**config.mk**
```make
export PLATFORM = sky130hd
export DESIGN_NAME = spike_row_arbiter_flat
export DESIGN_NICKNAME = d
export VERILOG_FILES = /design/src/rtl/spike_row_arbiter_if.sv /design/src/rtl/spike_row_arbiter.sv /design/src/flat_wrapper.sv
export SDC_FILE = /design/constraint.sdc
export NUM_CORES = 1
export LEC_CHECK = 0
export BUFFER_PORTS_ARGS = -buffer_cell sky130_fd_sc_hd__buf_2
export CORE_ASPECT_RATIO = 0.7
export CORE_MARGIN = 10
export CORE_UTILIZATION = 52
export DETAILED_ROUTE_END_ITERATION = 6
export PLACE_DENSITY = 0.95
export RECOVER_POWER = 100
export SLEW_MARGIN = 25
export SYNTH_ARGS = -nofsm -noshare
export SYNTH_HDL_FRONTEND = slang
export SYNTH_SLANG_ARGS = --single-unit
export TNS_END_PERCENT = 1
```
**constraint.sdc**
```tcl
create_clock -name clk -period 9.7 [get_ports clk]
set_input_delay 2.91 -clock clk [delete_from_list [all_inputs] [get_ports clk]]
set_output_delay 2.91 -clock clk [all_outputs]
set_load 0.005 [all_outputs]
```
**src/rtl/spike_row_arbiter_if.sv**
```systemverilog
// Handshake and data bundle between a spike source/sink and spike_row_arbiter.
// master drives stimulus and recurrent inputs; slave is the arbiter itself.
interface spike_row_arbiter_if #(
    parameter int NUM_SYNAPSE_ROWS = 2,
    parameter int NUM_COLS         = 2,
    parameter int ADDR_WIDTH       = 6,
    parameter int ROW_W            = (NUM_SYNAPSE_ROWS > 1) ? $clog2(NUM_SYNAPSE_ROWS) : 1
);
    logic                           ext_valid;
    logic                           ext_ready;
    logic [ROW_W-1:0]               ext_row;
    logic [ADDR_WIDTH-1:0]          ext_addr;
    logic [NUM_COLS-1:0]            nrn_spike;
    logic [NUM_COLS*ROW_W-1:0]      route_row;
    logic [NUM_COLS*ADDR_WIDTH-1:0] route_addr;
    logic [NUM_SYNAPSE_ROWS-1:0]    out_row_strobe;
    logic [ADDR_WIDTH-1:0]          out_addr;
    logic [15:0]                    drop_count;
    logic [NUM_COLS-1:0]            pending;

    modport master (
        output ext_valid, ext_row, ext_addr, nrn_spike, route_row, route_addr,
        input  ext_ready, out_row_strobe, out_addr, drop_count, pending
    );

    modport slave (
        input  ext_valid, ext_row, ext_addr, nrn_spike, route_row, route_addr,
        output ext_ready, out_row_strobe, out_addr, drop_count, pending
    );
endinterface

```
**src/rtl/spike_row_arbiter.sv**
```systemverilog
// Merges external stimulus spikes and recurrent neuron spikes onto a single
// one-hot synapse-row strobe per cycle, alternating priority on conflicts.
module spike_row_arbiter #(
    parameter int NUM_SYNAPSE_ROWS = 2,
    parameter int NUM_COLS         = 2,
    parameter int ADDR_WIDTH       = 6,
    parameter int ROW_W            = (NUM_SYNAPSE_ROWS > 1) ? $clog2(NUM_SYNAPSE_ROWS) : 1
) (
    input  logic               clk,
    input  logic               reset,
    spike_row_arbiter_if.slave bus
);
    localparam int COL_W = (NUM_COLS > 1) ? $clog2(NUM_COLS) : 1;

    typedef enum logic {
        PRIO_EXT = 1'b0,
        PRIO_REC = 1'b1
    } prio_e;

    prio_e                       r_state;
    prio_e                       w_state_nxt;
    logic [NUM_COLS-1:0]         r_pending;
    logic [NUM_COLS-1:0]         w_pending_nxt;
    logic [NUM_COLS-1:0]         w_lost;
    logic [NUM_SYNAPSE_ROWS-1:0] r_strobe;
    logic [NUM_SYNAPSE_ROWS-1:0] w_strobe_nxt;
    logic [ADDR_WIDTH-1:0]       r_addr;
    logic [ADDR_WIDTH-1:0]       w_addr_nxt;
    logic [15:0]                 r_drop;
    logic [15:0]                 w_drop_nxt;
    logic [16:0]                 w_drop_sum;

    logic                        w_ext_req;
    logic                        w_rec_req;
    logic                        w_grant_ext;
    logic                        w_grant_rec;
    logic                        w_grant_any;
    logic                        w_row_bad;
    logic                        w_clear;
    logic [COL_W-1:0]            w_rec_col;
    logic [ROW_W-1:0]            w_rec_row;
    logic [ROW_W-1:0]            w_gnt_row;
    logic [ADDR_WIDTH-1:0]       w_rec_addr;
    logic [ADDR_WIDTH-1:0]       w_gnt_addr;

    // External requests are masked during reset so ext_ready stays low.
    assign w_ext_req   = bus.ext_valid & reset;
    assign w_rec_req   = |r_pending;
    assign w_grant_any = w_grant_ext | w_grant_rec;

    // NOTE: every signal gets a default before any conditional assignment, so
    // no path through an always_comb can leave a value unassigned (no latch).
    // The scan runs high-to-low so the lowest pending column is the last write.
    always_comb begin
        w_rec_col  = '0;
        w_rec_row  = '0;
        w_rec_addr = '0;
        for (int c = NUM_COLS - 1; c >= 0; c--) begin
            if (r_pending[c]) begin
                w_rec_col  = COL_W'(c);
                w_rec_row  = bus.route_row[c*ROW_W +: ROW_W];
                w_rec_addr = bus.route_addr[c*ADDR_WIDTH +: ADDR_WIDTH];
            end
        end
    end

    // Priority FSM: the state names the winner of the next conflict.
    always_comb begin
        w_state_nxt = r_state;
        w_grant_ext = 1'b0;
        w_grant_rec = 1'b0;
        if (w_ext_req && w_rec_req) begin
            if (r_state == PRIO_EXT) begin
                w_grant_ext = 1'b1;
                w_state_nxt = PRIO_REC;
            end else begin
                w_grant_rec = 1'b1;
                w_state_nxt = PRIO_EXT;
            end
        end else if (w_ext_req) begin
            w_grant_ext = 1'b1;
        end else if (w_rec_req) begin
            w_grant_rec = 1'b1;
        end
    end

    always_comb begin
        w_gnt_row    = w_grant_ext ? bus.ext_row  : w_rec_row;
        w_gnt_addr   = w_grant_ext ? bus.ext_addr : w_rec_addr;
        w_strobe_nxt = '0;
        for (int r = 0; r < NUM_SYNAPSE_ROWS; r++) begin
            w_strobe_nxt[r] = w_grant_any && (w_gnt_row == ROW_W'(r));
        end
        // A granted row with no matching strobe bit is out of range.
        w_row_bad  = w_grant_any && (w_strobe_nxt == '0);
        w_addr_nxt = w_grant_any ? w_gnt_addr : r_addr;
    end

    // A spike landing in the grant cycle re-arms pending; one landing on a
    // pending, ungranted column is lost.
    always_comb begin
        w_pending_nxt = r_pending;
        w_lost        = '0;
        w_clear       = 1'b0;
        w_drop_sum    = 17'(r_drop) + 17'(w_row_bad);
        for (int c = 0; c < NUM_COLS; c++) begin
            w_clear          = w_grant_rec && (w_rec_col == COL_W'(c));
            w_lost[c]        = bus.nrn_spike[c] & r_pending[c] & ~w_clear;
            w_pending_nxt[c] = (r_pending[c] & ~w_clear) | bus.nrn_spike[c];
            w_drop_sum       = w_drop_sum + 17'(w_lost[c]);
        end
        w_drop_nxt = w_drop_sum[16] ? 16'hFFFF : w_drop_sum[15:0];
    end

    // NOTE: registers use non-blocking assignments so each one samples the
    // pre-edge value of everything it reads, independent of statement order.
    always_ff @(posedge clk) begin
        if (!reset) begin
            r_state <= PRIO_EXT;
        end else begin
            r_state <= w_state_nxt;
        end
    end

    always_ff @(posedge clk) begin
        if (!reset) begin
            r_pending <= '0;
            r_strobe  <= '0;
            r_addr    <= '0;
            r_drop    <= '0;
        end else begin
            r_pending <= w_pending_nxt;
            r_strobe  <= w_strobe_nxt;
            r_addr    <= w_addr_nxt;
            r_drop    <= w_drop_nxt;
        end
    end

    assign bus.ext_ready      = w_grant_ext;
    assign bus.out_row_strobe = r_strobe;
    assign bus.out_addr       = r_addr;
    assign bus.drop_count     = r_drop;
    assign bus.pending        = r_pending;
endmodule

```
**src/flat_wrapper.sv**
```systemverilog
// flat-port wrapper written by rule: the top's interface ports become plain ports
module spike_row_arbiter_flat 
#(
    parameter int NUM_SYNAPSE_ROWS = 2,
    parameter int NUM_COLS         = 2,
    parameter int ADDR_WIDTH       = 6,
    parameter int ROW_W            = (NUM_SYNAPSE_ROWS > 1) ? $clog2(NUM_SYNAPSE_ROWS) : 1
)
  (clk, reset, bus_ext_valid, bus_ext_row, bus_ext_addr, bus_nrn_spike, bus_route_row, bus_route_addr, bus_ext_ready, bus_out_row_strobe, bus_out_addr, bus_drop_count, bus_pending);
  spike_row_arbiter_if #(.NUM_SYNAPSE_ROWS(NUM_SYNAPSE_ROWS), .NUM_COLS(NUM_COLS), .ADDR_WIDTH(ADDR_WIDTH), .ROW_W(ROW_W)) bus_i ();
  input  logic clk;
  input  logic reset;
  input wire logic [$bits(bus_i.ext_valid)-1:0] bus_ext_valid;
  input wire logic [$bits(bus_i.ext_row)-1:0] bus_ext_row;
  input wire logic [$bits(bus_i.ext_addr)-1:0] bus_ext_addr;
  input wire logic [$bits(bus_i.nrn_spike)-1:0] bus_nrn_spike;
  input wire logic [$bits(bus_i.route_row)-1:0] bus_route_row;
  input wire logic [$bits(bus_i.route_addr)-1:0] bus_route_addr;
  output wire logic [$bits(bus_i.ext_ready)-1:0] bus_ext_ready;
  output wire logic [$bits(bus_i.out_row_strobe)-1:0] bus_out_row_strobe;
  output wire logic [$bits(bus_i.out_addr)-1:0] bus_out_addr;
  output wire logic [$bits(bus_i.drop_count)-1:0] bus_drop_count;
  output wire logic [$bits(bus_i.pending)-1:0] bus_pending;
  assign bus_i.ext_valid = bus_ext_valid;
  assign bus_i.ext_row = bus_ext_row;
  assign bus_i.ext_addr = bus_ext_addr;
  assign bus_i.nrn_spike = bus_nrn_spike;
  assign bus_i.route_row = bus_route_row;
  assign bus_i.route_addr = bus_route_addr;
  assign bus_ext_ready = bus_i.ext_ready;
  assign bus_out_row_strobe = bus_i.out_row_strobe;
  assign bus_out_addr = bus_i.out_addr;
  assign bus_drop_count = bus_i.drop_count;
  assign bus_pending = bus_i.pending;
  spike_row_arbiter #(.NUM_SYNAPSE_ROWS(NUM_SYNAPSE_ROWS), .NUM_COLS(NUM_COLS), .ADDR_WIDTH(ADDR_WIDTH), .ROW_W(ROW_W)) u_core (.clk(clk), .reset(reset), .bus(bus_i));
endmodule
```
==> results.md <==
- Ant. Diodes: 0
- Critical Path Fanout Max: 8
- Drt first pass iters: 4
- Starting Density: 55.6%
- Minimum hold slack: 456 ps
- Detailed Route Iter0 Violations: 83
- CORE AREA: 2510 um^2
- Synth area leader: dfxtp_1
- Fin cells: 232
- Peak VDD IR: 0.0980 mV
- Register area share after synthesis: 38.7%
- Predominant post-synthesis flop cell: dfxtp_1
- Worst skew pair latency: 280 ps
- Final cell area excluding filler cells: 1670 um^2
- Area contributors post-synth: dfxtp_1, a21oi_1, mux2i_1
- Syn nets: 177
- Fin crit share: 69.5%
- Max cap viols: 0
- Crit Path Category: in2out
- First-pass GRT wire length: 5910 um
- Yosys cell types: 45
- Register clock-pin slew on the reported worst setup and hold paths: 90 ps
- Cell Area, Synth: 1400 um^2
- Rows: 15
- CTS resizes: 0
- Area grow syn2layout: 19.2%
- Worst hold path type: reg2reg
- Synth warn: 0
- Post-DP HPWL: 2770 um
- Status: finished, final reports clean
- Wire per inst: 15.6 um
- # clock sinks: 27
- Vias: 1,249
- Num CTS Buffers: 3
- Via/cell ratio: 5.38
- Clk buf depth: 2
- Placed cell area: 1670 um^2
- Die width: 82.0 um
- DRC violation count after routing: 0
- Util after Layout: 66.3%
- Post-synth ARST share: 0%
- Grt total ovfl: 0
- EDFF count, synth: 0
- Average size of a mapped cell: 9.51 um^2
- Nets@finish: 229
- Placed Cells: 228
- Die height: 63.4 um
- WL final: 3620 um
- H-tree levels: 1
- GPL Wtd Cong: 0.826
- Critical Path RT: 6790 ps
- Hold_buf cts: 0
- Leakage power total: 0.736 nW
- Synthesis-stage register bit count: 27
- Setup TNS: 0 ps
- Post-layout min period: 6750 ps
- Pin count of the biggest net entering global routing: 25
- Max transition margin: 40.0%
- Initial antenna violation count: 0
- Post-CTS Setup Bufs: 0
- Final clock skew: 8.04 ps
- Number of global-route vias before repair: 1,220
- Synth top area share: 38.7%
- Ratio of cells with drive above 1 in the final layout: 23.2%
- Clk root buf: clkbuf_8
- Setup crit start kind: primary input
- Antenna Nets Post-Route: 0
- Actual slew at the worst max-slew pin: 893 ps
- RSZ-0062 raised after global routing: no
- Hold Fails Final Rpt: 0
- Setup violators final: 0
- Worst setup EP type: output pin
- Die area: 5190 um^2
- Power Density: 131 nW/um^2
- GR Util All Layers: 14.3%
- I/O pins: 53
- CTS tree: built
- Port Buffer Count: 52
- CP arrival: 3840 ps
- FMAX: 148 MHz
- Gate Count Post-Synth: 147
- Slew Viols, Final: 0
[state kept, by name, indices dropped and copies added (netlist names)]
register,count
u_core.bus.drop_count,16
u_core.bus.out_addr,6
u_core.bus.out_row_strobe,2
u_core.bus.pending,2
u_core.r_state,1
[metal layers]
metal / vias to the layer above / wire length, um / global-route usage (%)
li1: 635 / - / -
met1: 589 / 1440 / 15.8
met2: 23 / 1960 / 25.2
met3: 2 / 186 / 4.25
met4: 0 / 36 / 4.66
met5: - / 0 / 0
[where the power goes]
| part | internal (mW) | total, mW | switching, mW |
|---|---|---|---|
| sequential | 0.116 | 0.121 | 0.00512 |
| combinational | 0.0152 | 0.0316 | 0.0164 |
| clock | 0.0292 | 0.0648 | 0.0356 |
[worst max-delay path, stage by stage]
cell      delay (ps)
clkbuf_1         250
nand3_1          410
inv_1            130
buf_2            120
[kinds of logic after synthesis]
kind of cell	Yosys count	synth area share, %
buffers and inverters	11	4.03
adders and majority gates	4	4.66
and+or+nand+nor	45	21.8
muxes	8	5.73
DFF	27	38.7
AOI/OAI and AO/OA	42	19.2
other	1	0.268
xor gates and xnor gates	9	5.64
[Yosys cell counts, types with 2 or more instances]
library cell	number
xnor2_1	2
buf_6	2
mux2i_1	8
a21oi_2	2
nor2_1	3
o21ai_0	5
and2_1	3
nand4_1	2
inv_1	6
and3_1	2
nor2b_1	2
fa_1	2
a21oi_1	19
clkbuf_1	2
ha_1	2
xor2_1	7
nor3_1	2
nand3_1	4
dfxtp_1	27
a31oi_1	2
nand4_2	2
nand2_1	13
a22o_1	6
[worst paths after layout]
check	cells after the start	slack (ps)	from	endpoint
worst max-delay path	4	2950	reset	bus_ext_ready
worst min-delay path	2	460	u_core.bus.out_addr[3]$_SDFFE_PN0P_	u_core.bus.out_addr[3]$_SDFFE_PN0P_
worst max register to register	9	6380	u_core.bus.pending[0]$_SDFF_PN0_	u_core.bus.drop_count[2]$_SDFF_PN0_
worst min register to register	2	460	u_core.bus.out_addr[3]$_SDFFE_PN0P_	u_core.bus.out_addr[3]$_SDFFE_PN0P_
[placed cells by master (no fill, tap or decap), types with 3 or more instances in the layout]
cell,instances
a21oi_1,20
a22o_1,6
buf_2,32
clkbuf_1,19
clkbuf_8,3
dfxtp_1,27
inv_1,6
mux2i_1,8
nand2_1,13
nand3_1,5
nor2_1,3
o21ai_0,5
xor2_1,7
[cell type report]
cell class	count	area, um^2
fill	233	848
tap	34	42.5
timing repair buffer	52	235
clock inverter	1	7.51
sequential	27	541
inverter	6	22.5
clock buffer	3	41.3
multi-input combinational	109	777
[per-stage QoR]
step	worst slack [ps]	total power, mW
finish	2950	0.218
global route	2860	0.230
CTS	3250	0.221
detailed placement	3260	0.156
global placement	3290	0.155
floorplan	3590	0.142
No activity file was read; power rests on OpenSTA's default activity.
